File: src/rtl/vga_timing_gen_if.sv
// Pixel-step strobe and timing outputs of vga_timing_gen.
// The master drives the timing; the slave (colour path) consumes it.
interface vga_timing_gen_if #(
    parameter int COL_W = 10,
    parameter int ROW_W = 10
);
    logic             pixEn;
    logic [COL_W-1:0] column;
    logic [ROW_W-1:0] row;
    logic             hSync;
    logic             vSync;
    logic             displayActive;
    logic             lineStart;
    logic             frameStart;

    modport master (
        input  pixEn,
        output column,
        output row,
        output hSync,
        output vSync,
        output displayActive,
        output lineStart,
        output frameStart
    );

    modport slave (
        output pixEn,
        input  column,
        input  row,
        input  hSync,
        input  vSync,
        input  displayActive,
        input  lineStart,
        input  frameStart
    );
endinterface

File: src/rtl/vga_timing_gen.sv
// Parametrised VGA timing generator: pixel/line counters, sync decode,
// a sync/active delay line matched to the colour pipeline, line/frame strobes.
module vga_timing_gen #(
    parameter int H_ACTIVE   = 640,
    parameter int H_FRONT    = 16,
    parameter int H_SYNC     = 96,
    parameter int H_BACK     = 48,
    parameter int V_ACTIVE   = 480,
    parameter int V_FRONT    = 10,
    parameter int V_SYNC     = 2,
    parameter int V_BACK     = 33,
    parameter bit H_POL      = 1'b0,
    parameter bit V_POL      = 1'b0,
    parameter int PIPE_DELAY = 2,
    parameter int COL_W      = 10,
    parameter int ROW_W      = 10
) (
    input logic              clk,
    input logic              rstN,
    vga_timing_gen_if.master bus
);

    localparam int H_TOTAL = H_ACTIVE + H_FRONT + H_SYNC + H_BACK;
    localparam int V_TOTAL = V_ACTIVE + V_FRONT + V_SYNC + V_BACK;

    localparam logic [31:0] C_H_LAST  = 32'(H_TOTAL - 1);
    localparam logic [31:0] C_V_LAST  = 32'(V_TOTAL - 1);
    localparam logic [31:0] C_H_ACT   = 32'(H_ACTIVE);
    localparam logic [31:0] C_V_ACT   = 32'(V_ACTIVE);
    localparam logic [31:0] C_HS_BEG  = 32'(H_ACTIVE + H_FRONT);
    localparam logic [31:0] C_HS_END  = 32'(H_ACTIVE + H_FRONT + H_SYNC);
    localparam logic [31:0] C_VS_BEG  = 32'(V_ACTIVE + V_FRONT);
    localparam logic [31:0] C_VS_END  = 32'(V_ACTIVE + V_FRONT + V_SYNC);

    // Reject configurations that cannot work at elaboration time.
    if (PIPE_DELAY < 1 || PIPE_DELAY > 8) begin : g_bad_delay
        $error("vga_timing_gen: PIPE_DELAY must be 1..8");
    end
    if (H_ACTIVE < 1 || H_FRONT < 0 || H_SYNC < 0 || H_BACK < 0)
    begin : g_bad_h
        $error("vga_timing_gen: illegal horizontal timing");
    end
    if (V_ACTIVE < 1 || V_FRONT < 0 || V_SYNC < 0 || V_BACK < 0)
    begin : g_bad_v
        $error("vga_timing_gen: illegal vertical timing");
    end
    if (COL_W < 1 || COL_W > 30 || (2 ** COL_W) < H_TOTAL) begin : g_bad_colw
        $error("vga_timing_gen: COL_W too small for H total");
    end
    if (ROW_W < 1 || ROW_W > 30 || (2 ** ROW_W) < V_TOTAL) begin : g_bad_roww
        $error("vga_timing_gen: ROW_W too small for V total");
    end

    logic [COL_W-1:0]            r_col;
    logic [ROW_W-1:0]            r_row;
    logic [PIPE_DELAY-1:0][2:0]  r_pipe;
    logic                        r_line;
    logic                        r_frame;

    logic [31:0] w_col32;
    logic [31:0] w_row32;
    logic        w_col_last;
    logic        w_row_last;
    logic        w_hs;
    logic        w_vs;
    logic        w_act;
    logic [2:0]  w_new;
    logic [2:0]  w_tap;

    assign w_col32    = 32'(r_col);
    assign w_row32    = 32'(r_row);
    assign w_col_last = (w_col32 == C_H_LAST);
    assign w_row_last = (w_row32 == C_V_LAST);

    // Raw sync/active decode of the current counters.
    assign w_hs  = (w_col32 >= C_HS_BEG) && (w_col32 < C_HS_END);
    assign w_vs  = (w_row32 >= C_VS_BEG) && (w_row32 < C_VS_END);
    assign w_act = (w_col32 < C_H_ACT) && (w_row32 < C_V_ACT);
    assign w_new = {w_hs, w_vs, w_act};

    // Column/row counters; the row only moves when the column wraps.
    always_ff @(posedge clk) begin
        if (!rstN) begin
            r_col <= '0;
            r_row <= '0;
        end else if (bus.pixEn) begin
            if (w_col_last) begin
                r_col <= '0;
                if (w_row_last) begin
                    r_row <= '0;
                end else begin
                    r_row <= r_row + ROW_W'(1);
                end
            end else begin
                r_col <= r_col + COL_W'(1);
            end
        end
    end

    // Delay line keeping sync/active aligned with the colour pipeline.
    always_ff @(posedge clk) begin
        if (!rstN) begin
            r_pipe <= '0;
        end else if (bus.pixEn) begin
            r_pipe[0] <= w_new;
            for (int i = 1; i < PIPE_DELAY; i++) begin
                r_pipe[i] <= r_pipe[i-1];
            end
        end
    end

    // One-clk line/frame strobes following a wrapping step.
    always_ff @(posedge clk) begin
        if (!rstN) begin
            r_line  <= 1'b0;
            r_frame <= 1'b0;
        end else begin
            r_line  <= bus.pixEn && w_col_last;
            r_frame <= bus.pixEn && w_col_last && w_row_last;
        end
    end

    assign w_tap = r_pipe[PIPE_DELAY-1];

    assign bus.column        = r_col;
    assign bus.row           = r_row;
    assign bus.hSync         = w_tap[2] ? H_POL : ~H_POL;
    assign bus.vSync         = w_tap[1] ? V_POL : ~V_POL;
    assign bus.displayActive = w_tap[0];
    assign bus.lineStart     = r_line;
    assign bus.frameStart    = r_frame;

endmodule

File: src/flat_wrapper.sv
// flat-port wrapper written by rule: the top's interface ports become plain ports
module vga_timing_gen_flat 
#(
    parameter int H_ACTIVE   = 640,
    parameter int H_FRONT    = 16,
    parameter int H_SYNC     = 96,
    parameter int H_BACK     = 48,
    parameter int V_ACTIVE   = 480,
    parameter int V_FRONT    = 10,
    parameter int V_SYNC     = 2,
    parameter int V_BACK     = 33,
    parameter bit H_POL      = 1'b0,
    parameter bit V_POL      = 1'b0,
    parameter int PIPE_DELAY = 2,
    parameter int COL_W      = 10,
    parameter int ROW_W      = 10
)
  (clk, rstN, bus_pixEn, bus_column, bus_row, bus_hSync, bus_vSync, bus_displayActive, bus_lineStart, bus_frameStart);
  vga_timing_gen_if #(.COL_W(COL_W), .ROW_W(ROW_W)) bus_i ();
  input logic clk;
  input logic rstN;
  input wire logic [$bits(bus_i.pixEn)-1:0] bus_pixEn;
  output wire logic [$bits(bus_i.column)-1:0] bus_column;
  output wire logic [$bits(bus_i.row)-1:0] bus_row;
  output wire logic [$bits(bus_i.hSync)-1:0] bus_hSync;
  output wire logic [$bits(bus_i.vSync)-1:0] bus_vSync;
  output wire logic [$bits(bus_i.displayActive)-1:0] bus_displayActive;
  output wire logic [$bits(bus_i.lineStart)-1:0] bus_lineStart;
  output wire logic [$bits(bus_i.frameStart)-1:0] bus_frameStart;
  assign bus_i.pixEn = bus_pixEn;
  assign bus_column = bus_i.column;
  assign bus_row = bus_i.row;
  assign bus_hSync = bus_i.hSync;
  assign bus_vSync = bus_i.vSync;
  assign bus_displayActive = bus_i.displayActive;
  assign bus_lineStart = bus_i.lineStart;
  assign bus_frameStart = bus_i.frameStart;
  vga_timing_gen #(.H_ACTIVE(H_ACTIVE), .H_FRONT(H_FRONT), .H_SYNC(H_SYNC), .H_BACK(H_BACK), .V_ACTIVE(V_ACTIVE), .V_FRONT(V_FRONT), .V_SYNC(V_SYNC), .V_BACK(V_BACK), .H_POL(H_POL), .V_POL(V_POL), .PIPE_DELAY(PIPE_DELAY), .COL_W(COL_W), .ROW_W(ROW_W)) u_core (.clk(clk), .rstN(rstN), .bus(bus_i));
endmodule
File: config.mk
export PLATFORM = sky130hd
export DESIGN_NAME = vga_timing_gen_flat
export DESIGN_NICKNAME = d
export VERILOG_FILES = /design/src/rtl/vga_timing_gen_if.sv /design/src/rtl/vga_timing_gen.sv /design/src/flat_wrapper.sv
export SDC_FILE = /design/constraint.sdc
export NUM_CORES = 1
export LEC_CHECK = 0
export CORE_ASPECT_RATIO = 1.75
export CORE_MARGIN = 8
export CORE_UTILIZATION = 40
export CTS_BUF_LIST = sky130_fd_sc_hd__clkbuf_8
export DETAILED_ROUTE_END_ITERATION = 12
export PLACE_DENSITY = 0.72
export SLEW_MARGIN = 20
export SYNTH_ARGS = -nofsm -noshare
export SYNTH_HDL_FRONTEND = slang
export SYNTH_SLANG_ARGS = --single-unit
File: constraint.sdc
create_clock -name clk -period 1.68 [get_ports clk]
set_input_delay 0.252 -clock clk [delete_from_list [all_inputs] [get_ports clk]]
set_output_delay 0.252 -clock clk [all_outputs]
set_load 0.01 [all_outputs]
# Yosys cells after proc, flatten, opt, wreduce, memory -nomap -nowiden
# Index checks and enable logic that the tools add are counted.
[word_totals]
register_bits = 28
input_bits = 3
out_inout_bits = 25
elab_cells = 26
[classes]
add_sub_neg = 2
n_lt_le_gt_ge = 6
eq_ne = 2
mux = 4
n_reduce_logical = 6
[ops]
columns = ["op", "count"]
rows = [
  ["10-bit by 1-bit adder with 10-bit output (second input constant)", 2],
  ["10-bit == test (second input constant)", 2],
  ["10-bit less-than comparator (second input constant)", 2],
  ["10-bit by 9-bit less-than comparator with 1-bit output (second input constant)", 2],
  ["10-bit 2-to-1 mux", 2],
  ["10-bit greater-or-equal comparator (second input constant)", 1],
  ["10-bit by 9-bit greater-or-equal comparator with 1-bit output (second input constant)", 1],
  ["1-bit logical AND", 5],
  ["1-bit 2-to-1 mux", 2],
  ["2-bit AND reduction", 1],
]

# Longest topological paths before layout
[depth]
word_depth = 3
ltp_mapped = 6
ltp_nobuf = 6

# Least setup slack after synthesis
# OpenSTA, ideal clock, no wires.
[synth_path]
kind = "register to register"
start = "register u_core.r_col[0] (netlist: u_core.bus.column[0])"
end = "register u_core.r_row[6] (netlist: u_core.bus.row[6])"
setup_time_ps = 70
arrival_time_ps = 1532
t_required_ps = 1610
path_slack_ps = 78
stages_incl_launch_ff = 7
n_path_buf = 1
synth_period_minus_slack_ps = 1602
path_cell_list = "dfxtp_1 > ha_1 > and4_1 > buf_4 > nand4_4 > or3_1 > a21oi_1"
[synth_via]
elab_chain_cells = 2
[synth_rtl]
columns = ["element", "line_no", "text"]
rows = [
  ["start, declared", "vga_timing_gen.sv:54", "logic [COL_W-1:0] r_col;"],
  ["start signal, assigned", "vga_timing_gen.sv:95", "r_col <= r_col + COL_W'(1);"],
  ["10-bit == test", "vga_timing_gen.sv:72", "assign w_col_last = (w_col32 == C_H_LAST);"],
  ["2-bit AND reduction (no line)", "n/a", ""],
  ["end signal, assigned", "vga_timing_gen.sv:92", "r_row <= r_row + ROW_W'(1);"],
  ["end, declared", "vga_timing_gen.sv:55", "logic [ROW_W-1:0] r_row;"],
]
# No other way between the ends.
# A chain may end at the register's enable or synchronous reset.

# Worst setup path after layout
[layout_path]
start = "register u_core.r_row[0] (netlist: u_core.bus.row[0])"
end = "register u_core.r_row[2] (netlist: u_core.bus.row[2])"
[layout_via]
elab_chain_cells = 2
elab_cells_between_ends = 3
cone_classes = "1 x add/sub; 1 x eq/ne; 1 x mux"
[layout_rtl]
columns = ["element", "line_no", "text"]
rows = [
  ["10-bit by 1-bit adder with 10-bit output or 10-bit == test (tied branches)", "vga_timing_gen.sv:92, vga_timing_gen.sv:73", ""],
  ["10-bit 2-to-1 mux *", "vga_timing_gen.sv:89", "if (w_row_last) begin"],
]
# Mark *: on every way between the ends. The rest lies on a longest branch, timed or not.

==> results.txt <==
status: finished clean
hold_buf cts: 0
Die ar.: 0.00536 mm²
IO Pins: 28
Compound-Gate Fraction of Synth Area: 6.90%
Worst Path Arrival: 1770 ps
highest ir drop seen on vdd: 0.652 mV
final cell count without fillers: 230
Max Buffers Root-to-Sink: 2
routed vias: 1203
Die Height: 91.1 µm
sequential-to-total area share from yosys stat: 43.5%
Worst-Skew Late Latency: 270 ps
PwrDens: 700 mW/mm²
library cells used by synthesis: 31
DP Cell Count: 226
Simple-Gate Fraction of Synth Area: 28.9%
Leak Pwr: 0.725 nW
Worst-Margin Slew: 405 ps
row count: 27
Final ANT Viol Nets: 0
Synth top cells by count: dfxtp_1, nor2_1, xor2_1
largest area contributor in the netlist: dfxtp_1
Crit Path Class: flop to flop
sequential cell area: 561 µm²
Die X-Extent: 58.9 µm
Post-synth EDFFs: 0
CP required: 1840 ps
multiplexer area fraction after synthesis: 3.89%
DRT Pass-1 Iters: 4
CP endpoint kind: flop
total CTS buffers: 3
vias in the first global route: 1235
TritonCTS clock tree: done
Final Skew: 1.26 ps
Mapped Nets: 147
Hold Fails Final Rpt: 0
Core Region: 0.00311 mm²
largest family of logic cells by synthesized area: simple AND/OR/NAND/NOR gates
# fillers: 296
layout net count: 195
area grow syn2layout: 41.3%
IO buf count: 27
Slew headroom: 72.7%
initial DRC count: 22
routability cong.: 0.800
Residual DRC: 0
Synth Area in Adders: 3.89%
CP cell instances: inv_1 > ha_2 > nand4_1 > or4_4 > o21ai_4 > nor2_1
unrepaired setup endpoints after global routing: true
hold_ws: 479 ps
count leader, synth: dfxtp_1
Synth Cell Area: 0.00129 mm²
drt via density: 5.23
Synth Register Bits: 28
Pins Over Slew Limit: 0
Multi-input gate area: 683 µm²
largest net degree at the start of global routing: 17
Sink Count: 28
routed len/inst: 14.3 µm
share of cells above drive strength 1: 18.7%
Cells after Synth: 140
H-tree depth: 1
share of the synthesized area in the top cell type: 43.5%
Area contributors post-synth: dfxtp_1, xor2_1, nor2_1, ha_1, mux2i_1
root buf cell: clkbuf_8
CP Launch Type: flop
synthesized area per cell: 9.20 µm²
ys async rst share: 0%
DP HPWL: 2560 µm
Synth Area in XOR/XNOR: 8.84%
gr usage total: 12.6%
Min-Delay Path Class: flop to flop
total wire length: 3280 µm
diodes inserted: 0
Post-CTS Setup Repair Bufs: 0
clock transition at the registers of the reported paths: 90 ps
Max Fclk: 623 MHz
Starting Density: 41.4%
grt ovf: 0
Finish-stage setup viols: 0
number of synthesis warnings: 0
first-pass GRT wire length: 5450 µm
Synth Flop Type: dfxtp_1
CP max FO: 8
number of max-cap violations: 0
slowest CP cell: or4_4
initial antenna violation count: 0
Final min period: 1600 ps
setup slack, reg-to-reg: 80 ps
Final period util: 95.5%
slowest stage delay, CP: 530 ps
power by group:
| group | switching, mW | internal, mW | total (mW) |
|---|---|---|---|
| Clock | 0.206 | 0.319 | 0.525 |
| Sequential | 0.00436 | 0.671 | 0.675 |
| Combinational | 0.0371 | 0.0363 | 0.0734 |
state kept, by name, summed over array words and instances (netlist names):
signal / count
u_core.w_tap: 3
u_core.r_pipe: 3
u_core.bus.lineStart: 1
u_core.bus.frameStart: 1
u_core.bus.column: 10
u_core.bus.row: 10
placed cells by master, fill, tap and decap left out, drive strengths merged:
cell type       n
and3            3
clkbuf          3
buf            20
nand4           9
clkdlybuf4s50  27
nor2           20
o31ai           1
mux2i           5
o21ai           7
xor2            9
inv             8
and4bb          1
nand2           7
nand3           5
and4b           1
a21oi           7
bufinv          1
nor4            1
xnor2           4
nand2b          2
nor4b           1
or3             6
nor3            2
ha              4
or4             1
dfxtp          28
nand4b          1
and4            3
cell type report:
class	instances	area share [%]
multi-input combinational	100	37.6
timing repair buffer	47	23.1
sequential	28	30.8
tap	43	2.96
clock inverter	1	1.65
inverter	8	1.65
clock buffer	3	2.27
worst paths after layout:
check | to | cells past startpoint | from
worst max-delay path | u_core.bus.row[2] | 6 | u_core.bus.row[0]
worst min-delay path | u_core.r_pipe[0] | 2 | u_core.r_pipe[0]
worst max register to register | u_core.bus.row[2] | 6 | u_core.bus.row[0]
worst min register to register | u_core.r_pipe[0] | 2 | u_core.r_pipe[0]
kinds of logic (layout without fill, tap and decap cells):
kind of cell	after synthesis	in the layout
AOI/OAI and AO/OA	15	15
xor gates and xnor gates	13	13
adders and majority gates	4	4
buffers and inverters	12	59
DFF	28	28
muxes	5	5
and+or+nand+nor	63	63
timing repair:
| item | in CTS | in global routing |
|---|---|---|
| endpoints found under the hold margin | 0 | 0 |
| gates resized for setup | 0 | 5 |
| endpoints found under the setup margin | 0 | 12 |
metrics by stage:
step | instance area, µm² | setup TNS (ps) | setup WS [ps] | util (%) | power, mW
floorplan | 1290 | 0 | 78.0 | - | 0.727
global placement | 1740 | -483 | -41.2 | 56.0 | 0.762
detailed placement | 1740 | -960 | -79.6 | 56.0 | 0.765
CTS | 1810 | 0 | 77.6 | 58.3 | 1.28
global route | 1820 | -17.6 | -8.00 | 58.5 | 1.31
finish | 1820 | 0 | 76.1 | 58.5 | 1.27
worst max-delay path: cells and delay by family (launching register included):
family	cells	cell delay, ps
AND/OR/NAND/NOR	3	710
flip-flops	1	320
AO/OA/AOI/OAI	1	250
adder cells (fa/ha/maj)	1	160
buffers and inverters	1	60
routing by layer:
metal	up-vias	global-route usage (%)	share of wire [%]
met1	575	12.1	38
met5	-	0	0
met4	0	7.23	2.1
met2	37	22.9	54
met3	7	3.25	6.1
li1	584	-	-
Power figures use the tool's default switching activity.
